`config.mk`:
```
export PLATFORM = sky130hd
export DESIGN_NAME = cpu_sequencer
export DESIGN_NICKNAME = d
export VERILOG_FILES = /design/src/rtl/cpu_sequencer_pkg.sv /design/src/rtl/cpu_sequencer_decode.sv /design/src/rtl/cpu_sequencer.sv
export SDC_FILE = /design/constraint.sdc
export NUM_CORES = 1
export LEC_CHECK = 0
export CORE_MARGIN = 5
export CORE_UTILIZATION = 45
export CTS_BUF_LIST = sky130_fd_sc_hd__clkbuf_4
export CTS_CLUSTER_SIZE = 25
export DETAILED_ROUTE_END_ITERATION = 8
export HOLD_SLACK_MARGIN = 0.06
export PLACE_DENSITY = 0.75
export SLEW_MARGIN = 20
export SYNTH_ARGS = -nofsm -noshare
export SYNTH_HDL_FRONTEND = slang
export SYNTH_HIERARCHICAL = 1
export SYNTH_SLANG_ARGS = --single-unit
export TNS_END_PERCENT = 100
```
`constraint.sdc`:
```
create_clock -name clk -period 2.1 [get_ports clk]
set_clock_uncertainty 0.2 [all_clocks]
set_input_delay 0.315 -clock clk [delete_from_list [all_inputs] [get_ports clk]]
set_output_delay 0.315 -clock clk [all_outputs]
set_load 0.05 [all_outputs]
```
`src/rtl/cpu_sequencer_pkg.sv`:
```
// Shared definitions for the CPU sequencer: micro-step codes, opcode
// encodings and the opcode legality check.
package cpu_sequencer_pkg;

  typedef enum logic [3:0] {
    STATE_FETCH_PC   = 4'h0,
    STATE_FETCH_INST = 4'h1,
    STATE_LOAD_ADDR  = 4'h2,
    STATE_RAM_A      = 4'h3,
    STATE_RAM_B      = 4'h4,
    STATE_STORE_A    = 4'h5,
    STATE_ADD        = 4'h6,
    STATE_SUB        = 4'h7,
    STATE_OUT_A      = 4'h8,
    STATE_JUMP       = 4'h9,
    STATE_NEXT       = 4'hA,
    STATE_HALT       = 4'hB
  } state_e;

  typedef enum logic [3:0] {
    OP_NOP = 4'h0,
    OP_LDA = 4'h1,
    OP_ADD = 4'h2,
    OP_SUB = 4'h3,
    OP_STA = 4'h4,
    OP_OUT = 4'h5,
    OP_JMP = 4'h6,
    OP_JEZ = 4'h7,
    OP_JNZ = 4'h8,
    OP_JC  = 4'h9,
    OP_JNC = 4'hA,
    OP_HLT = 4'hB
  } op_e;

  // Encodings 4'hC..4'hF are reserved and trap.
  function automatic logic is_legal_op(input logic [3:0] op);
    return op inside {OP_NOP, OP_LDA, OP_ADD, OP_SUB, OP_STA, OP_OUT,
                      OP_JMP, OP_JEZ, OP_JNZ, OP_JC, OP_JNC, OP_HLT};
  endfunction

endpackage

```
`src/rtl/cpu_sequencer_decode.sv`:
```
// Combinational next-step logic: picks the following micro-step from the
// current step, cycle index, opcode and flags.
module cpu_seq_decode
  import cpu_sequencer_pkg::*;
#(
  parameter int OPCODE_W = 4,
  parameter int STATE_W  = 4,
  parameter int CYCLE_W  = 3
) (
  input  logic [STATE_W-1:0]  state,
  input  logic [OPCODE_W-1:0] opcode,
  input  logic [CYCLE_W-1:0]  cycle,
  input  logic                eq_zero,
  input  logic                carry,
  input  logic                halted,
  input  logic                illegal,
  input  logic                resume,
  output logic [STATE_W-1:0]  next_state,
  output logic                trap
);

  logic [3:0]  cur;
  logic [3:0]  op;
  logic        legal;
  int unsigned cyc;
  state_e      nxt;

  // NOTE: every output of this block gets a default before any branch, so no
  // path through it can leave a value unassigned and infer a latch.
  always_comb begin
    nxt   = STATE_NEXT;
    trap  = 1'b0;
    cur   = 4'(state);
    op    = 4'(opcode);
    cyc   = 32'(cycle);
    legal = is_legal_op(op) && (OPCODE_W'(op) == opcode);

    if (halted) begin
      // A trap can only be left through reset.
      nxt = (resume && !illegal) ? STATE_NEXT : STATE_HALT;
    end else if (cur == STATE_NEXT) begin
      nxt = STATE_FETCH_PC;
    end else begin
      case (cyc)
        0: nxt = STATE_FETCH_INST;
        1: begin
          if (!legal) begin
            nxt  = STATE_HALT;
            trap = 1'b1;
          end else begin
            case (op)
              OP_NOP:  nxt = STATE_NEXT;
              OP_OUT:  nxt = STATE_OUT_A;
              OP_HLT:  nxt = STATE_HALT;
              default: nxt = STATE_FETCH_PC;
            endcase
          end
        end
        2: begin
          case (op)
            OP_LDA, OP_STA, OP_ADD, OP_SUB: nxt = STATE_LOAD_ADDR;
            OP_JMP:  nxt = STATE_JUMP;
            OP_JEZ:  nxt = eq_zero  ? STATE_JUMP : STATE_NEXT;
            OP_JNZ:  nxt = !eq_zero ? STATE_JUMP : STATE_NEXT;
            OP_JC:   nxt = carry    ? STATE_JUMP : STATE_NEXT;
            OP_JNC:  nxt = !carry   ? STATE_JUMP : STATE_NEXT;
            default: nxt = STATE_NEXT;
          endcase
        end
        3: begin
          case (op)
            OP_LDA:         nxt = STATE_RAM_A;
            OP_STA:         nxt = STATE_STORE_A;
            OP_ADD, OP_SUB: nxt = STATE_RAM_B;
            default:        nxt = STATE_NEXT;
          endcase
        end
        4: begin
          case (op)
            OP_ADD:  nxt = STATE_ADD;
            OP_SUB:  nxt = STATE_SUB;
            default: nxt = STATE_NEXT;
          endcase
        end
        default: nxt = STATE_NEXT;
      endcase
    end
  end

  assign next_state = STATE_W'(nxt);

endmodule

```
`src/rtl/cpu_sequencer.sv`:
```
// CPU micro-sequencer: registers the current micro-step and cycle index,
// applies stall gating and keeps the halt and illegal-opcode status bits.
module cpu_sequencer
  import cpu_sequencer_pkg::*;
#(
  parameter int OPCODE_W = 4,
  parameter int STATE_W  = 4,
  parameter int CYCLE_W  = 3
) (
  input  logic                clk,
  input  logic                reset_n,
  input  logic [OPCODE_W-1:0] opcode,
  input  logic                eq_zero,
  input  logic                carry,
  input  logic                stall,
  input  logic                resume,
  output logic [STATE_W-1:0]  state,
  output logic [CYCLE_W-1:0]  cycle,
  output logic                halted,
  output logic                illegal,
  output logic                instr_done
);

  logic [STATE_W-1:0] state_q, state_d;
  logic [CYCLE_W-1:0] cycle_q, cycle_d;
  logic               halted_q, halted_d;
  logic               illegal_q, illegal_d;
  logic               done_q, done_d;
  logic [STATE_W-1:0] next_state;
  logic               trap;

  cpu_seq_decode #(
    .OPCODE_W(OPCODE_W),
    .STATE_W (STATE_W),
    .CYCLE_W (CYCLE_W)
  ) u_decode (
    .state     (state_q),
    .opcode    (opcode),
    .cycle     (cycle_q),
    .eq_zero   (eq_zero),
    .carry     (carry),
    .halted    (halted_q),
    .illegal   (illegal_q),
    .resume    (resume),
    .next_state(next_state),
    .trap      (trap)
  );

  always_comb begin
    state_d   = state_q;
    cycle_d   = cycle_q;
    halted_d  = halted_q;
    illegal_d = illegal_q;
    done_d    = done_q;
    if (!stall) begin
      state_d = next_state;
      if (state_q == STATE_W'(STATE_NEXT)) begin
        cycle_d = '0;
      end else if (halted_q && next_state == STATE_W'(STATE_HALT)) begin
        cycle_d = cycle_q;
      end else begin
        cycle_d = cycle_q + CYCLE_W'(1);
      end
      halted_d  = (next_state == STATE_W'(STATE_HALT));
      illegal_d = illegal_q | trap;
      done_d    = (next_state == STATE_W'(STATE_NEXT));
    end
  end

  // NOTE: state registers use non-blocking assignments so every flop samples
  // the pre-edge values, independent of process evaluation order.
  always_ff @(posedge clk or negedge reset_n) begin
    if (!reset_n) begin
      state_q   <= STATE_W'(STATE_FETCH_PC);
      cycle_q   <= '0;
      halted_q  <= 1'b0;
      illegal_q <= 1'b0;
      done_q    <= 1'b0;
    end else begin
      state_q   <= state_d;
      cycle_q   <= cycle_d;
      halted_q  <= halted_d;
      illegal_q <= illegal_d;
      done_q    <= done_d;
    end
  end

  assign state      = state_q;
  assign cycle      = cycle_q;
  assign halted     = halted_q;
  assign illegal    = illegal_q;
  assign instr_done = done_q;

  // The longest sequence (ADD/SUB) ends at cycle 6.
  a_cycle_bound : assert property (@(posedge clk) disable iff (!reset_n)
    cycle_q != CYCLE_W'(7));

endmodule
```
==> metrics.log <==
[metrics] number of enable flip-flop cells after synthesis: 0
[metrics] part of the power in registers: 15.5%
[metrics] yosys warns: 6
[metrics] wire length per cell after detailed routing: 17.3 µm
[metrics] layout cell share with drive strength beyond 1: 56.0%
[metrics] Critical-path top delay cell: sky130_fd_sc_hd__dfrtp_2
[metrics] total I/O pin count: 20
[metrics] Die ar.: 0.00314 mm²
[metrics] Die Height: 56 µm
[metrics] PnR Total Power: 2.41 mW
[metrics] CP Capture Type: flop
[metrics] width of the die: 56 µm
[metrics] later-pin clock latency in the skew report: 0.26 ns
[metrics] worst setup path category: reg -> reg
[metrics] vias in the first global route: 1145
[metrics] async set or reset register ratio after synthesis: 100%
[metrics] port bufs: 19
[metrics] Avg Inst Size Synth: 8.98 µm²
[metrics] switching power summed over all nets: 1.12 mW
[metrics] critical path data required time: 2.06 ns
[metrics] Worst Hold Margin: 0.165 ns
[metrics] clock share of power: 6.3%
[metrics] number of max-cap violations: 0
[metrics] Layout Cells excl Fill: 195
[metrics] cell type with the largest total area after synthesis: sky130_fd_sc_hd__dfrtp_1
[metrics] worst flop-to-flop path endpoint: cycle[1]
[metrics] Worst Tran Pin Value: 0.543 ns
[metrics] total number of vias: 1127
[metrics] worst setup margin: -0.238 ns
[metrics] violated checks: negative setup slack
[metrics] placed wire-length estimate: 2020 µm
[metrics] number of routed nets with antenna violations: 0
[metrics] total power per unit cell area: 1470 mW/mm²
[metrics] Worst EP arrival: 2.30 ns
[metrics] switching portion of total power: 46.5%
[metrics] detailed-router iteration count before antenna repair: 4
[metrics] Max rail drop VDD: 1.23 mV
[metrics] Max transition margin: 63.7%
[metrics] part of the Yosys area used for sequential elements: 26.3%
[metrics] Synthesized Nets: 117
[metrics] CTS Root Cell: sky130_fd_sc_hd__clkbuf_4
[metrics] Initial Utilization: 48.0%
[metrics] FF-to-FF path depth: 8
[metrics] Worst-path clk slew: 0.07 ns
[metrics] RD Place Congestion: 0.881
[metrics] core region area: 0.00198 mm²
[metrics] Post-Synthesis Cell Area: 952 µm²
[metrics] DR DRC count: 0
[metrics] critical path's largest stage delay: 0.45 ns
[metrics] critical register-to-register path startpoint: cycle[1]
[metrics] post-layout util: 82.4%
[metrics] maximum buffer depth of the clock tree: 2
[metrics] hold-fix buffers at CTS: 0
[metrics] clock tree from TritonCTS: built
[metrics] Antenna Cells: 0
[metrics] overflow left after global routing: 0
[metrics] average via count per standard cell: 5.78
[metrics] setup repair after global routing missed its margin: yes
[metrics] site row count: 16
[metrics] placed insts: 175
[metrics] Worst Hold Class: in -> async
[metrics] outcome: finished, violations left
[metrics] count of final hold-check violations: 0
[metrics] startpoint class of the critical path: flop
[metrics] Synth area leaders: sky130_fd_sc_hd__dfrtp_1 26%, sky130_fd_sc_hd__mux2_2 5.9%, sky130_fd_sc_hd__nand3b_1 3.9%
[metrics] most frequent cells in the layout: 48 x sky130_fd_sc_hd__buf_4, 7 x sky130_fd_sc_hd__nand2_1, 7 x sky130_fd_sc_hd__dfrtp_1
[metrics] internal power component: 1.29 mW
[metrics] net count of the finished layout: 180
[metrics] number of synthesized register bits: 10
[metrics] number of library cell types mapped by synthesis: 47
[metrics] final critical-path required period: 2.34 ns
[metrics] htree depth: 1
[metrics] maximum number of pins on one net before global-route repair: 14
[metrics] leakage power: 0.717 nW
[metrics] reg-to-reg setup timing slack: -0.24 ns
[metrics] Syn-to-layout area delta: 71.5%
[metrics] total routing usage reported by global routing: 20.0%
[metrics] most common library cell in the layout ignoring fill and taps: sky130_fd_sc_hd__buf_4
[metrics] drt initial violations: 47
[metrics] Worst Setup SP: cycle[1]
[metrics] final wirelength: 3370 µm
[metrics] Max Fanout on Critical Path: 7
[metrics] post-synthesis instance total: 106
[metrics] predominant post-synthesis flop cell: sky130_fd_sc_hd__dfrtp_1
[metrics] cells traversed along the worst timing path: mux2_4, a31oi_4, o21ai_2, a211o_1, and2_4, and3_4, a21o_1, a22o_2
[metrics] antenna violations before repair: 0
[metrics] top-area cell type share of the netlist area: 26.3%
[metrics] TritonCTS Buffers: 3
[metrics] final max-slew violation count: 0
[metrics] Peak Freq: 0.428 GHz
[metrics] portion of the clock cycle consumed by the worst path in the final layout: 111%
[metrics] combinational group share of total power: 78.2%
[metrics] CTS Sinks: 10
[metrics] final count of negative-setup-slack endpoints: 8
[metrics] global-route wire length before repair: 5220 µm
state kept, by name (all words and copies together) (netlist names):
register / count
instr_done: 1
illegal: 1
cycle: 3
halted: 1
state: 4
area by class of cell:
type                    instances  area [µm²]
repair buffers                 66         546
clock buffers                   4        30.0
multi-input cells              83         748
fillers                       121         349
inverters                       5        21.3
flip-flops and latches         10         254
well taps                      27        33.8
routing by layer:
| metal | share of wire (%) | wire length [µm] | track usage, % | vias to the layer above |
|---|---|---|---|---|
| met5 | 0 | 0 | 0 | - |
| met4 | 1.2 | 39 | 5.76 | 0 |
| met3 | 2.8 | 95 | 1.62 | 6 |
| met2 | 54 | 1830 | 37.7 | 32 |
| met1 | 42 | 1400 | 23.7 | 555 |
| li1 | - | - | - | 534 |
how the worst max path moves through the flow:
stage | to | slack [ns]
2_1_floorplan | cycle[1] | -0.29
3_3_place_gp | cycle[0] | -0.73
3_5_place_dp | cycle[0] | -0.79
4_1_cts | cycle[0] | -0.15
5_1_grt | cycle[1] | -0.31
6_report | cycle[1] | -0.24
through the flow:
step,worst slack (ns),instance area (µm²),TNS [ns]
6_report,-0.238,1630,-1.02
5_1_grt,-0.308,1630,-1.64
4_1_cts,-0.154,1540,-0.427
3_5_place_dp,-0.789,1350,-4.79
3_3_place_gp,-0.729,1350,-4.39
2_1_floorplan,-0.294,983,-0.778
cells by family after synthesis:
group | after synthesis | share of synthesized area [%]
and+or+nand+nor | 39 | 26.9
AOI/OAI and AO/OA | 34 | 26.9
buffers and inverters | 13 | 8.28
DFF | 10 | 26.3
muxes | 6 | 7.49
xor gates and xnor gates | 3 | 2.76
adders and majority gates | 1 | 1.31
power by group through the flow:
stage	Combinational, mW	Clock [mW]	Sequential (mW)
after global placement	1.35	0	0.386
after detailed placement	1.38	0	0.388
after floorplan	0.620	0	0.645
after CTS	1.62	0.155	0.366
after global routing	1.99	0.165	0.388
final	1.88	0.152	0.373
worst max-delay path, delay by kind of cell, from the launching register on:
kind               cells  cell delay, ns
AOI/OAI and AO/OA      5            0.92
DFF                    1            0.45
muxes                  1            0.29
and+or+nand+nor        2            0.37
cell usage after synthesis, types with 2 or more instances:
cell type and number:
sky130_fd_sc_hd__nand2b_1 4, sky130_fd_sc_hd__nand2_1 7, sky130_fd_sc_hd__dfrtp_1 10, sky130_fd_sc_hd__buf_4 2
sky130_fd_sc_hd__a31oi_1 2, sky130_fd_sc_hd__buf_2 3, sky130_fd_sc_hd__a221oi_1 2, sky130_fd_sc_hd__and3_1 2
sky130_fd_sc_hd__nand3b_1 5, sky130_fd_sc_hd__nor2_1 5, sky130_fd_sc_hd__a21o_1 3, sky130_fd_sc_hd__a21oi_1 7
sky130_fd_sc_hd__o31ai_1 2, sky130_fd_sc_hd__xnor2_1 3, sky130_fd_sc_hd__or4b_1 2, sky130_fd_sc_hd__mux2_2 5
sky130_fd_sc_hd__o21ai_0 5, sky130_fd_sc_hd__buf_6 2, sky130_fd_sc_hd__nor3b_1 3, sky130_fd_sc_hd__nor4_1 2
sky130_fd_sc_hd__inv_1 4
repair_timing:
action                                  4_1_cts  5_1_grt
endpoints found under the setup margin        9        6
pin swaps                                    16        5
setup buffers                                11        4
gates cloned                                  1        0
resized for setup                            31       12
Note: power is estimated with default switching activity, not from simulation.
